## src/rtl/fpga_robots_game_tone.sv

```systemverilog
// Multi-voice square/sine tone generator with a summing mixer and 1-bit sigma-delta output.
// Optional sine voices are built when FPGA_ROBOTS_TONE_SINE_EN is defined; otherwise all voices are square.
module fpga_robots_game_tone #(
    parameter int CHANNELS = 2,
    parameter int PHASE_W  = 16,
    parameter int DUR_W    = 12,
    localparam int CHAN_W  = (CHANNELS > 1) ? $clog2(CHANNELS) : 1,
    localparam int MIX_W   = 8 + $clog2(CHANNELS)
) (
    input  logic                clk,
    input  logic                rst,
    input  logic                tick,
    input  logic                cmd_stb,
    input  logic [CHAN_W-1:0]   cmd_chan,
    input  logic [PHASE_W-1:0]  cmd_inc,
    input  logic [DUR_W-1:0]    cmd_dur,
    input  logic                cmd_mode,
    output logic [CHANNELS-1:0] busy,
    output logic [CHANNELS-1:0] done,
    output logic                audio
);

    logic [PHASE_W-1:0]  r_phase [CHANNELS];
    logic [PHASE_W-1:0]  r_inc   [CHANNELS];
    logic [DUR_W-1:0]    r_dur   [CHANNELS];
    logic [CHANNELS-1:0] r_busy;
    logic [CHANNELS-1:0] r_done;
    logic [7:0]          r_smp   [CHANNELS];
    logic [7:0]          w_smp   [CHANNELS];
    logic [MIX_W-1:0]    r_mix;
    logic [MIX_W-1:0]    w_mix;
    logic [MIX_W-1:0]    r_acc;
    logic                r_audio;

`ifdef FPGA_ROBOTS_TONE_SINE_EN
    logic [CHANNELS-1:0] r_mode;

    // Quarter-wave sine magnitudes, sampled at the centre of each of 64 steps.
    localparam logic [6:0] SINE_Q [64] = '{
        7'd2,   7'd5,   7'd8,   7'd11,  7'd14,  7'd17,  7'd20,  7'd23,
        7'd26,  7'd29,  7'd32,  7'd35,  7'd38,  7'd41,  7'd44,  7'd47,
        7'd50,  7'd53,  7'd56,  7'd58,  7'd61,  7'd64,  7'd67,  7'd69,
        7'd72,  7'd74,  7'd77,  7'd79,  7'd82,  7'd84,  7'd86,  7'd89,
        7'd91,  7'd93,  7'd95,  7'd97,  7'd99,  7'd101, 7'd103, 7'd105,
        7'd106, 7'd108, 7'd110, 7'd111, 7'd113, 7'd114, 7'd115, 7'd117,
        7'd118, 7'd119, 7'd120, 7'd121, 7'd122, 7'd123, 7'd124, 7'd124,
        7'd125, 7'd125, 7'd126, 7'd126, 7'd127, 7'd127, 7'd127, 7'd127
    };
`else
    logic w_unused;
    assign w_unused = cmd_mode;
`endif

    // A command to a voice always beats a same-cycle tick on that voice.
    always_ff @(posedge clk or negedge rst) begin
        if (!rst) begin
            r_busy <= '0;
            r_done <= '0;
            for (int c = 0; c < CHANNELS; c++) begin
                r_phase[c] <= '0;
                r_inc[c]   <= '0;
                r_dur[c]   <= '0;
`ifdef FPGA_ROBOTS_TONE_SINE_EN
                r_mode[c]  <= 1'b0;
`endif
            end
        end else begin
            for (int c = 0; c < CHANNELS; c++) begin
                r_done[c] <= 1'b0;
                if (cmd_stb && (cmd_chan == CHAN_W'(c))) begin
                    r_phase[c] <= '0;
                    r_dur[c]   <= cmd_dur;
                    r_busy[c]  <= (cmd_dur != '0);
                    if (cmd_dur != '0) begin
                        r_inc[c]  <= cmd_inc;
`ifdef FPGA_ROBOTS_TONE_SINE_EN
                        r_mode[c] <= cmd_mode;
`endif
                    end
                end else if (tick && r_busy[c]) begin
                    r_phase[c] <= r_phase[c] + r_inc[c];
                    r_dur[c]   <= r_dur[c] - DUR_W'(1);
                    if (r_dur[c] == DUR_W'(1)) begin
                        r_busy[c] <= 1'b0;
                        r_done[c] <= 1'b1;
                    end
                end
            end
        end
    end

    always_comb begin
        logic [5:0] w_k;
        w_k = '0;
        for (int c = 0; c < CHANNELS; c++) begin
            w_smp[c] = 8'd0;
            if (r_busy[c]) begin
`ifdef FPGA_ROBOTS_TONE_SINE_EN
                if (r_mode[c]) begin
                    w_k = r_phase[c][PHASE_W-3 -: 6];
                    if (r_phase[c][PHASE_W-2]) w_k = ~w_k;
                    w_smp[c] = r_phase[c][PHASE_W-1] ? (8'd127 - {1'b0, SINE_Q[w_k]})
                                                     : (8'd128 + {1'b0, SINE_Q[w_k]});
                end else begin
                    w_smp[c] = {8{r_phase[c][PHASE_W-1]}};
                end
`else
                w_smp[c] = {8{r_phase[c][PHASE_W-1]}};
`endif
            end
        end
    end

    always_comb begin
        w_mix = '0;
        for (int c = 0; c < CHANNELS; c++) begin
            w_mix = w_mix + MIX_W'(r_smp[c]);
        end
    end

    // The carry out of the accumulator is the 1-bit output.
    always_ff @(posedge clk or negedge rst) begin
        if (!rst) begin
            for (int c = 0; c < CHANNELS; c++) r_smp[c] <= 8'd0;
            r_mix   <= '0;
            r_acc   <= '0;
            r_audio <= 1'b0;
        end else begin
            for (int c = 0; c < CHANNELS; c++) r_smp[c] <= w_smp[c];
            r_mix <= w_mix;
            {r_audio, r_acc} <= {1'b0, r_acc} + {1'b0, r_mix};
        end
    end

    assign busy  = r_busy;
    assign done  = r_done;
    assign audio = r_audio;

endmodule

```

## config.mk

```make
export PLATFORM = sky130hd
export DESIGN_NAME = fpga_robots_game_tone
export DESIGN_NICKNAME = d
export VERILOG_FILES = /design/src/rtl/fpga_robots_game_tone.sv
export SDC_FILE = /design/constraint.sdc
export NUM_CORES = 1
export LEC_CHECK = 0
export CAP_MARGIN = 30
export CORE_MARGIN = 1
export CORE_UTILIZATION = 62
export DETAILED_ROUTE_END_ITERATION = 10
export GPL_TIMING_DRIVEN = 0
export PLACE_DENSITY_LB_ADDON = 0.08
export SLEW_MARGIN = 5
export SYNTH_ARGS = -nofsm -noshare
export SYNTH_HDL_FRONTEND = slang
export SYNTH_SLANG_ARGS = --single-unit
```

## constraint.sdc

```tcl
create_clock -name clk -period 3.92 [get_ports clk]
set_clock_uncertainty 0.05 [all_clocks]
set_input_delay 0.588 -clock clk [delete_from_list [all_inputs] [get_ports clk]]
set_output_delay 0.588 -clock clk [all_outputs]
set_load 0.1 [all_outputs]
```

After elaboration in Yosys (flattened, before gate mapping):

Cells that the tools add are included.
Widths: inputs -> output; s select.

* flip-flop bits (word level): 127
* input bits: 34
* output and inout bits: 5
* word-level logic and storage cells: 58

* $add $sub $neg: 6
* equality and inequality tests: 2
* muxes and demuxes: 22
* bitwise logic cells: 1
* reduce and logical (&&, ||, !) cells: 13

Operator list (count)
* $mux 16: 4
* $mux 12: 4
* $add 16x16->16: 2
* $eq 12x1->1 const B: 2
* $sub 12x1->12 const B: 2
* $mux 8: 2
* $mux 1: 12
* $reduce_bool 12->1: 1
* $add 9x9->10: 1
* $add 8x8->9: 1
* $reduce_and 2->1: 4
* $reduce_bool 2->1: 4
* $logic_and 1x1->1: 4
* $not 1->1: 1

Depth between registers and ports, before layout:

* depth after elaboration: 4
* gate-level depth with buffers: 9
* mapped depth without buffers: 9

Least setup slack after synthesis:

Ideal clock, no wire load.

* path type: register -> register
* from: register r_phase[16] (netlist bit)
* to: register r_phase[30] (netlist bit)
* library setup time: 131 ps
* data arrival time: 2183 ps
* required time: 3739 ps
* path slack: 1556 ps
* cell stages (with the launch flop): 10
* path buffers: 0
* period minus slack after synthesis: 2364 ps
* path through: dfrtp_1 > ha_1 > inv_1 > fa_1 > nor2b_4 > o31a_1 > nor4_4 > o31ai_1 > a31oi_1 > or3_1

* longest elaborated chain between the ends: 3

RTL lines
* from (decl): RTL line 23 `logic [PHASE_W-1:0] r_phase [CHANNELS];`
* from (signal, indexed assignment): RTL line 81 `r_phase[c] <= r_phase[c] + r_inc[c];`
* $add 16x16->16: RTL line 81
* $mux 16: RTL line 80 `end else if (tick && r_busy[c]) begin`
* $mux 16: RTL line 70 `if (cmd_stb && (cmd_chan == CHAN_W'(c))) begin`

Every way passes these cells. The select of a mux whose other input is x is not followed.
A chain may end at the register's enable or synchronous reset.

Final worst setup path:

* from: register r_inc[16] (netlist bit)
* to: register r_phase[30] (netlist bit)

* longest elaborated chain between the ends: 3

RTL lines
* from (decl): RTL line 24 `logic [PHASE_W-1:0] r_inc [CHANNELS];`
* from (signal, indexed assignment): RTL line 75 `r_inc[c] <= cmd_inc;`
* $add 16x16->16: RTL line 81
* $mux 16: RTL line 80
* $mux 16: RTL line 70

Every way passes these cells. The select of a mux whose other input is x is not followed.

==> qor.yml <==
cp_data_arrival_time_ns: 2.95
peakVddDrop_mv: 0.548
dpl.hpwl_um: 10300
insertedDiodeCount: 0
power_per_cell_area_mw_per_mm2: 597
path_cells: "ha_1 -> inv_1 -> fa_1 -> nor2b_4 -> o31a_1 -> nor4_4 -> o31ai_1 -> a31oi_1 -> or3_1"
setup-tns-final_ns: 0
netlist_area_mm2: 0.00616
worst_hold_path_type: "in2async"
core_mm2: 0.00968
critPathRequiredTime_ns: 4.14
synth_edf_count: 0
synthFlopType: "dfrtp_1"
placed_area_mm2: 0.00672
antenna_found_initial: 0
htree_levels: 3
postCtsHoldBufs: 0
layout_common_cells: "dfrtp_1 (107), nand2_1 (78), a21oi_1 (51)"
rows: 36
endpoint_kind: "flip-flop"
layout_commonest_cell: "dfrtp_1"
async_flop_share: 1.00
vias_per_cell: 5.91
synth_area_per_cell_um2: 9.68
drcViolationCount: 0
num_vias: 4868
crit_type: "reg2reg"
syn-instance-count: 636
setup_viol: 0
synthAdderAreaFrac: 0.101
initial_core_util: 0.636
syn_to_final_growth_pct: 12.4
cts_buffers: 9
die-area_mm2: 0.0103
cellLeakagePower_nw: 3.08
synth_nets: 718
hold_viol: 0
postRouteAntennaNets: 0
drt-initial-drc-count: 153
ios: 39
die_y_um: 102
wirelength_um: 13800
fin_crit_sh: 0.695
gp_congestion: 0.884
max_slew_margin: 0.349
synth_compound_area_frac: 0.158
yosysWarnings: 0
crit_buf_inv: 1
synthMuxAreaShare: 0.0646
cts.sinks: 107
cpLargestDelayFamily: "compound AO/OA/AOI/OAI gates"
numPortBuffers: 37
grt_pass1_wl_um: 22800
slew_viol_final: 0
wire_per_inst_um: 16.8
firstDrtPassIters: 4
grt_max_degree: 61
post-route-min-period_ns: 2.72
synth-seq-cells: 107
grt_overflow: 0
max_freq_mhz: 367
cts-root-buf: "clkbuf_8"
cts_resized: 0
tritoncts: "done"
worst_pin_slew_ns: 0.973
slowest_delay_ns: 0.49
die_w_um: 102
final_cell_area_mm2: 0.00692
path_clk_slew_ns: 0.10
path_max_fanout: 4
critPathLaunchType: "flip-flop"
cts_setup_buffers: 0
synth-seq-area-share: 0.435
cts_buffer_depth: 2
status: "finished clean"
track_usage: 0.291
grt_pass1_vias: 4916
clk_latency_ns: 0.39
crit_slowest_cell: "o31ai_1"
synth_cell_types: 56
fin_nets: 767
synthSimpleGateAreaFrac: 0.162
cap_viol_max_count: 0
fin_hold_ws_ns: 0.144
synth_top_family_by_area: "simple AND/OR/NAND/NOR gates"
synth_xor_area_frac: 0.0498
drive_gt1_frac: 0.0870
rsz0062_at_grt: "no"
-- routing by layer --
layer  up-vias  track usage  share of wire
li1       2353            -              -
met1      2371        0.351           0.43
met2       121        0.507           0.50
met3        23       0.0690          0.052
met4         0        0.108          0.021
met5         -            0              0
-- registers in the layout (all words and copies together) (netlist names) --
signal	count
r_acc	9
r_inc	32
busy	2
audio	1
r_smp	2
r_phase	32
done	2
r_dur	24
r_mix	3
-- Yosys cell counts (4+ instances only) --
cell type  number  area share
dfrtp_1       107        0.43
nand2_1        78       0.048
a21oi_1        51       0.041
o21ai_0        49       0.040
ha_1           45       0.091
nor2_1         35       0.021
mux2_2         30       0.055
inv_1          28       0.017
xnor2_1        24       0.034
nor3_1         21       0.017
clkbuf_1       18       0.011
a21o_1         13       0.016
xor2_1         11       0.016
nand2b_1       10       0.010
nand3_1        10      0.0081
a211oi_1        8      0.0098
and3_1          8      0.0081
mux2i_1         6      0.0098
o211ai_1        6      0.0073
nor2b_1         5      0.0051
a31oi_1         4      0.0041
and2_1          4      0.0041
nor4_1          4      0.0041
o21a_1          4      0.0049
o31ai_1         4      0.0049
or3_1           4      0.0041
-- per-stage QoR --
stage          instances  setup WS, ns  total power [mW]  utilization
2_1_floorplan        636          1.56              3.00            -
3_3_place_gp         806         -1.80              3.33        0.691
3_5_place_dp         807         0.950              3.43        0.694
4_1_cts              823          1.22              4.15        0.715
5_1_grt              823          1.03              4.47        0.715
6_report             823          1.20              4.14        0.715
-- report_power, final --
group / switching (mW) / internal [mW] / leakage [nW] / total (mW)
clock: 0.379 / 0.330 / 0.106 / 0.709
combinational: 1.00 / 0.824 / 1.65 / 1.83
sequential: 0.205 / 1.40 / 1.32 / 1.60
-- worst paths after layout --
check	start	to	slack, ns	depth (start not counted)
setup / recovery	r_inc[16]$_DFFE_PN0P_	r_phase[30]$_DFFE_PN0P_	1.20	9
hold / removal	rst	r_dur[16]$_DFFE_PN0P_	0.14	1
setup reg to reg	r_inc[16]$_DFFE_PN0P_	r_phase[30]$_DFFE_PN0P_	1.20	9
hold reg to reg	r_acc[0]$_DFF_PN0_	r_acc[0]$_DFF_PN0_	0.43	1
max in group asynchronous	rst	r_inc[6]$_DFFE_PN0P_	2.95	2
min in group clk	r_acc[0]$_DFF_PN0_	r_acc[0]$_DFF_PN0_	0.43	1
-- layout make-up --
type	count	area (um2)
Multi-Input combinational cell	481	3300
Fill cell	764	2760
Sequential cell	107	2680
Clock inverter	4	48.8
Inverter	28	105
Buffer	20	77.6
Clock buffer	12	155
Timing Repair Buffer	38	395
Tap cell	133	166
-- logic make-up after synthesis --
logic type	after synthesis
flops	107
xor+xnor	35
mux	36
simple gates	200
fa+ha+maj	48
buf+inv	48
compound gates	162
No activity file was read; power rests on OpenSTA's default activity.
